[src/rtl/vga_pkg.sv]
// Default 640x480@60 raster timing, sync polarity type and a helper for total line/frame size.
// Holds only constants, types and a pure function, so there is no latency or backpressure.
package vga_pkg;

   localparam int unsigned VGA_H_ACTIVE = 640;
   localparam int unsigned VGA_H_FP     = 16;
   localparam int unsigned VGA_H_SYNC   = 96;
   localparam int unsigned VGA_H_BP     = 48;
   localparam int unsigned VGA_V_ACTIVE = 480;
   localparam int unsigned VGA_V_FP     = 10;
   localparam int unsigned VGA_V_SYNC   = 2;
   localparam int unsigned VGA_V_BP     = 33;

   typedef enum logic {
      POL_LOW  = 1'b0,
      POL_HIGH = 1'b1
   } sync_pol_e;

   function automatic int unsigned timing_total(
      input int unsigned active,
      input int unsigned fp,
      input int unsigned sync,
      input int unsigned bp
   );
      return active + fp + sync + bp;
   endfunction

endpackage

[src/rtl/vga_timing_gen_counter.sv]
// Wrapping up-counter, 0..MAX, with a synchronous clear that has priority over the enable.
// The count updates one clk after en/clr are seen; it never stalls its source.
module vga_timing_gen_counter #(
   parameter int unsigned W   = 8,
   parameter logic [W-1:0] MAX = '1
) (
   input  logic         clk,
   input  logic         rst_L,
   input  logic         clr,
   input  logic         en,
   output logic [W-1:0] q
);

   always_ff @(posedge clk or negedge rst_L) begin
      if (!rst_L) begin
         q <= '0;
      end else if (clr) begin
         q <= '0;
      end else if (en) begin
         q <= (q == MAX) ? '0 : q + W'(1);
      end
   end

endmodule

[src/rtl/vga_timing_gen.sv]
// Parametrised raster timing generator: sync, blanking, coordinates, strobes, frame count, vblank irq.
// Outputs are registered and lag the counters by 1 clk; en=0 freezes counters and holds the levels.
module vga_timing_gen
   import vga_pkg::*;
#(
   parameter int unsigned H_ACTIVE  = VGA_H_ACTIVE,
   parameter int unsigned H_FP      = VGA_H_FP,
   parameter int unsigned H_SYNC    = VGA_H_SYNC,
   parameter int unsigned H_BP      = VGA_H_BP,
   parameter int unsigned V_ACTIVE  = VGA_V_ACTIVE,
   parameter int unsigned V_FP      = VGA_V_FP,
   parameter int unsigned V_SYNC    = VGA_V_SYNC,
   parameter int unsigned V_BP      = VGA_V_BP,
   parameter sync_pol_e   HSYNC_POL = POL_LOW,
   parameter sync_pol_e   VSYNC_POL = POL_LOW,
   parameter int          CLK_DIV   = 1,
   parameter int          SCAN_DIV  = 2,
   parameter int unsigned CW        = 10
) (
   input  logic          clk,
   input  logic          rst_L,
   input  logic          en,
   input  logic          irq_ack,
   output logic          HSync,
   output logic          VSync,
   output logic          active,
   output logic [CW-1:0] row,
   output logic [CW-1:0] col,
   output logic          pix_tick,
   output logic          line_start,
   output logic          frame_start,
   output logic          scanline_en,
   output logic          vblank_irq,
   output logic [7:0]    frame_count
);

   localparam int unsigned H_TOTAL = timing_total(H_ACTIVE, H_FP, H_SYNC, H_BP);
   localparam int unsigned V_TOTAL = timing_total(V_ACTIVE, V_FP, V_SYNC, V_BP);
   localparam int unsigned DW      = (CLK_DIV > 1) ? $clog2(CLK_DIV) : 1;
   localparam int unsigned SW      = (SCAN_DIV > 1) ? $clog2(SCAN_DIV) : 1;

   localparam logic [DW-1:0] DIV_LAST = DW'(CLK_DIV - 1);
   localparam logic [SW-1:0] S_LAST   = SW'(SCAN_DIV - 1);
   localparam logic [CW-1:0] H_LAST   = CW'(H_TOTAL - 1);
   localparam logic [CW-1:0] V_LAST   = CW'(V_TOTAL - 1);
   localparam logic [CW-1:0] H_ACT    = CW'(H_ACTIVE);
   localparam logic [CW-1:0] V_ACT    = CW'(V_ACTIVE);
   localparam logic [CW-1:0] HS_BEG   = CW'(H_ACTIVE + H_FP);
   localparam logic [CW-1:0] HS_LAST  = CW'(H_ACTIVE + H_FP + H_SYNC - 1);
   localparam logic [CW-1:0] VS_BEG   = CW'(V_ACTIVE + V_FP);
   localparam logic [CW-1:0] VS_LAST  = CW'(V_ACTIVE + V_FP + V_SYNC - 1);
   localparam logic          HS_ON    = logic'(HSYNC_POL);
   localparam logic          VS_ON    = logic'(VSYNC_POL);

   generate
      if ((((H_TOTAL - 1) >> CW) != 0) || (((V_TOTAL - 1) >> CW) != 0)) begin : g_cw_check
         $error("vga_timing_gen: CW cannot hold H_TOTAL-1 or V_TOTAL-1");
      end
      if ((CLK_DIV < 1) || (SCAN_DIV < 1)) begin : g_div_check
         $error("vga_timing_gen: CLK_DIV and SCAN_DIV must be at least 1");
      end
   endgenerate

   logic [DW-1:0] div_q;
   logic [CW-1:0] h_q;
   logic [CW-1:0] v_q;
   logic [SW-1:0] s_q;

   logic tick;
   logic line_end;
   logic frame_end;
   logic h_vis;
   logic v_vis;
   logic hs_in;
   logic vs_in;
   logic h_first;
   logic irq_set;

   assign tick      = en && (div_q == DIV_LAST);
   assign line_end  = tick && (h_q == H_LAST);
   assign frame_end = line_end && (v_q == V_LAST);
   assign h_vis     = (h_q < H_ACT);
   assign v_vis     = (v_q < V_ACT);
   assign hs_in     = (h_q >= HS_BEG) && (h_q <= HS_LAST);
   assign vs_in     = (v_q >= VS_BEG) && (v_q <= VS_LAST);
   assign h_first   = (h_q == '0);
   assign irq_set   = tick && h_first && (v_q == V_ACT);

   vga_timing_gen_counter #(.W(DW), .MAX(DIV_LAST)) u_div (
      .clk   (clk),
      .rst_L (rst_L),
      .clr   (1'b0),
      .en    (en),
      .q     (div_q)
   );

   vga_timing_gen_counter #(.W(CW), .MAX(H_LAST)) u_h (
      .clk   (clk),
      .rst_L (rst_L),
      .clr   (1'b0),
      .en    (tick),
      .q     (h_q)
   );

   vga_timing_gen_counter #(.W(CW), .MAX(V_LAST)) u_v (
      .clk   (clk),
      .rst_L (rst_L),
      .clr   (1'b0),
      .en    (line_end),
      .q     (v_q)
   );

   // Cleared at frame wrap so a V_ACTIVE that is not a multiple of SCAN_DIV re-aligns every frame.
   vga_timing_gen_counter #(.W(SW), .MAX(S_LAST)) u_s (
      .clk   (clk),
      .rst_L (rst_L),
      .clr   (frame_end),
      .en    (line_end && v_vis),
      .q     (s_q)
   );

   always_ff @(posedge clk or negedge rst_L) begin
      if (!rst_L) begin
         HSync       <= ~HS_ON;
         VSync       <= ~VS_ON;
         active      <= 1'b0;
         row         <= '0;
         col         <= '0;
         pix_tick    <= 1'b0;
         line_start  <= 1'b0;
         frame_start <= 1'b0;
         scanline_en <= 1'b0;
         vblank_irq  <= 1'b0;
         frame_count <= '0;
      end else begin
         pix_tick    <= tick;
         line_start  <= tick && h_first;
         frame_start <= tick && h_first && (v_q == '0);
         scanline_en <= line_end && v_vis && (s_q == S_LAST);
         // Levels only reload while running so a paused raster keeps showing its last pixel.
         if (en) begin
            HSync  <= hs_in ? HS_ON : ~HS_ON;
            VSync  <= vs_in ? VS_ON : ~VS_ON;
            active <= h_vis && v_vis;
            col    <= (h_vis && v_vis) ? h_q : '0;
            row    <= (h_vis && v_vis) ? v_q : '0;
         end
         if (irq_set) begin
            vblank_irq <= 1'b1;
         end else if (irq_ack) begin
            vblank_irq <= 1'b0;
         end
         if (frame_end) begin
            frame_count <= frame_count + 8'd1;
         end
      end
   end

endmodule

[config.mk]
export PLATFORM = sky130hd
export DESIGN_NAME = vga_timing_gen
export DESIGN_NICKNAME = d
export VERILOG_FILES = /design/src/rtl/vga_pkg.sv /design/src/rtl/vga_timing_gen_counter.sv /design/src/rtl/vga_timing_gen.sv
export SDC_FILE = /design/constraint.sdc
export NUM_CORES = 1
export LEC_CHECK = 0
export ABC_AREA = 1
export BUFFER_PORTS_ARGS = -buffer_cell sky130_fd_sc_hd__buf_2
export CAP_MARGIN = 20
export CORE_MARGIN = 4
export CORE_UTILIZATION = 55
export CTS_BUF_LIST = sky130_fd_sc_hd__clkbuf_16
export DETAILED_ROUTE_END_ITERATION = 10
export PLACE_DENSITY = 0.76
export SLEW_MARGIN = 10
export SYNTH_ARGS = -nofsm -noshare
export SYNTH_HDL_FRONTEND = slang
export SYNTH_HIERARCHICAL = 1
export SYNTH_SLANG_ARGS = --single-unit
[constraint.sdc]
create_clock -name clk -period 2.23 [get_ports clk]
set_clock_uncertainty 0.05 [all_clocks]
set_input_delay 0.1115 -clock clk [delete_from_list [all_inputs] [get_ports clk]]
set_output_delay 0.1115 -clock clk [all_outputs]
set_load 0.01 [all_outputs]
==> metrics.txt <==
result of the run completed; Post-Synthesis Mean Instance Area 7.458 sq um; HPWL Detailed roughly 5.4 mm; Filler Cell Count 468; largest net degree at the start of global routing 31; Req. time, crit path 2.43 ns; area of all sequential standard cells around 0.0014 sq mm; first-pass GRT wire length 12.98 mm; Wirelength per Cell about 13 um; share of the core filled with cells in the final layout 0.6848; per-cell via count in the routed design approximately 5.2; global-route usage over all layers 0.2267; final std cells w/o fill between 500 and 600; sequential-to-total area share from yosys stat 0.4445; Worst Path Arrival 1.96 ns; Antenna diodes 0; multiplexer fraction of the synthesized cell area 0; reported leakage power ~2 nW; input/output buffers 39; clock root buffer sky130_fd_sc_hd__clkbuf_16; fraction of the mapped netlist area in adder cells 0.01557; final net count 493; clock input transition at the sequential cells of the worst setup and hold paths around 0.050 ns; parity-gate share of the synthesized area counting xor and xnor cells 0.01090; Worst-Skew Late Latency approximately 0.32 ns; antenna violations before repair 0; final count of negative-setup-slack endpoints 0; simple-gate area share of the yosys netlist 0.3460; final instance area around 0.0038 sq mm; leading cell types by count after synthesis sky130_fd_sc_hd__nand2_1, sky130_fd_sc_hd__inv_1, sky130_fd_sc_hd__dfrtp_1, sky130_fd_sc_hd__nor2_1, sky130_fd_sc_hd__nand3_1; fin crit share 0.7883; count of endpoints failing hold in the final timing report 0; type of the tightest min-delay check input port to flop; starting utilization of the core area 0.5767; count of clock tree sinks 57; Multi-input gate area around 0.0015 sq mm; fraction of registers with async set or reset after synthesis 1.000; chip height approximately 84 um; total number of vias roughly 3000; slack of the critical path between 0.4 and 0.5 ns; Top Ports 40; number of setup buffers added after CTS 0; H-Tree Level Count 3; post-synth top area share 0.4282; number of standard cells after synthesis ~430; PwrDens about 680 mW/mm^2; Worst Max-Slew Pin Slew about 0.66 ns; DIE WIDTH 84.45 um; Final Critical Period around 1.8 ns; synthesized-area fraction occupied by ao, oa, aoi and oai cells 0.08875; register bit count reported by yosys 57; dominant cells by area after synthesis sky130_fd_sc_hd__dfrtp_1, sky130_fd_sc_hd__nand2_1, sky130_fd_sc_hd__inv_1; final count of pins violating max slew 0; Setup TNS 0 ns; ratio of cells with drive above 1 in the final layout 0.1980; startpoint-to-endpoint class of the critical path flop to flop; distinct cell type count after synthesis 36; die footprint around 0.0071 sq mm; startpoint kind of the worst setup timing path flop; Max Freq around 570 MHz; number of enable flip-flop cells after synthesis 0; number of global-route vias before repair 2727; residual DRC count 0; TritonCTS clock tree yes; setup repair after global routing missed its margin no; total grt overflow 0; largest area contributor in the netlist sky130_fd_sc_hd__dfrtp_1; post-detailed-route count of antenna-violating nets 0; Syn-to-layout area delta 18.76%; core footprint between 0.005 and 0.006 sq mm; row cnt 27; maximum fanout count along the critical path 7; DRT Wirelength approximately 7.5 mm; most numerous cell in the Yosys netlist sky130_fd_sc_hd__nand2_1; maxcap violations 0; number of instances resized during post-cts repair 0; RePlAce Congestion around 0.94; Max rail drop VDD ~0.47 mV; commonest register cell after synthesis sky130_fd_sc_hd__dfrtp_1; post-synth design cell area 0.003214 sq mm; worst setup timing slack at the placement stage 0.5425 ns; first-pass iteration count of the detailed router 6; Post-DP Area between 0.003 and 0.004 sq mm; Max Buffers Root-to-Sink 2; Max transition margin 0.5604; number of buffers inserted for hold repair after clock tree synthesis 2; kind of end point of the critical path flop; warning count from the yosys run 6; number of DRC markers after the initial detailed-route iteration ~180; worst-case register-to-register setup slack roughly 0.47 ns; Post-Place Cells 544; main combinational cell family by area after synthesis simple AND/OR/NAND/NOR gates; number of CTS-inserted buffers 9
## routing by layer
metal	global-route usage	up-vias	share of wire
met3	0.04416	15	0.065
li1	-	1458	-
met1	0.3327	1375	0.48
met2	0.3307	100	0.44
met4	0.09065	0	0.017
met5	0	-	0
## layout by cell type (no fill, tap or decap), drive strengths merged
| master | n |
|---|---|
| clkbuf | 9 |
| and2 | 1 |
| conb | 6 |
| a21oi | 9 |
| dfrtp | 55 |
| o21bai | 9 |
| nand3b | 1 |
| nor2b | 1 |
| nand3 | 36 |
| nand4 | 12 |
| xor2 | 4 |
| and3 | 1 |
| a31oi | 1 |
| ha | 4 |
| o22ai | 1 |
| nand2 | 143 |
| buf | 42 |
| dfstp | 2 |
| inv | 68 |
| nor2 | 52 |
| o21ai | 23 |
| bufinv | 2 |
| clkinv | 3 |
| or2 | 1 |
| nor3 | 2 |
| dlygate4sd3 | 2 |
## registers in the layout, indices dropped and copies added (netlist names)
signal	cells
HSync	1
VSync	1
active	1
col	10
frame_count	8
frame_start	1
line_start	1
pix_tick	1
row	10
scanline_en	1
u_h/q	10
u_s/q	1
u_v/q	10
vblank_irq	1
## power breakdown
part	switching, mW	leakage (nW)	internal (mW)
clock network	0.448	0.153	0.843
logic	0.137	1.05	0.0677
registers	0.0355	0.748	1.07
total	0.620	1.95	1.98
## final cells by class
class                           instances  share of cell area
Tap cell                               72             0.02360
Clock inverter                          7             0.01475
Timing Repair Buffer                   44             0.06555
Multi-Input combinational cell        307              0.3943
Clock buffer                            9             0.05900
Inverter                               66             0.06850
Sequential cell                        57              0.3743
## worst max-delay path, cell delays in order, from the launching register on
cell                      delay, ns
sky130_fd_sc_hd__dfrtp_1       0.44
sky130_fd_sc_hd__inv_1         0.15
sky130_fd_sc_hd__nand2_1       0.10
sky130_fd_sc_hd__nor2_1        0.09
sky130_fd_sc_hd__nand2_1       0.06
sky130_fd_sc_hd__nor2_2        0.16
sky130_fd_sc_hd__inv_2         0.08
sky130_fd_sc_hd__nand2_4       0.13
sky130_fd_sc_hd__nand2_2       0.08
sky130_fd_sc_hd__o21ai_1       0.16
sky130_fd_sc_hd__nand2_1       0.09
sky130_fd_sc_hd__a21oi_2       0.10
## per-stage QoR
step	total power [mW]	hold slack, ns
finish	2.603	0.01656
global route	2.698	0.02464
CTS	2.613	0.01229
detailed placement	1.324	0.1240
global placement	1.318	0.1262
floorplan	1.241	-0.2341
## path summary, 6_finish.rpt
check / start / endpoint / cells after the start
setup / recovery: u_h/q[6] / u_v/q[4] / 11
hold / removal: en / row[9] / 2
setup reg to reg: u_h/q[6] / u_v/q[4] / 11
hold reg to reg: vblank_irq / vblank_irq / 2
max in group asynchronous: rst_L / VSync / 3
min in group asynchronous: rst_L / frame_count[3] / 2
## kinds of logic after synthesis
family / Yosys count
XOR/XNOR: 4
flip-flops: 57
AO/OA/AOI/OAI: 43
adder cells (fa/ha/maj): 4
other: 2
buffers and inverters: 71
AND/OR/NAND/NOR: 250
Power figures use the tool's default switching activity.
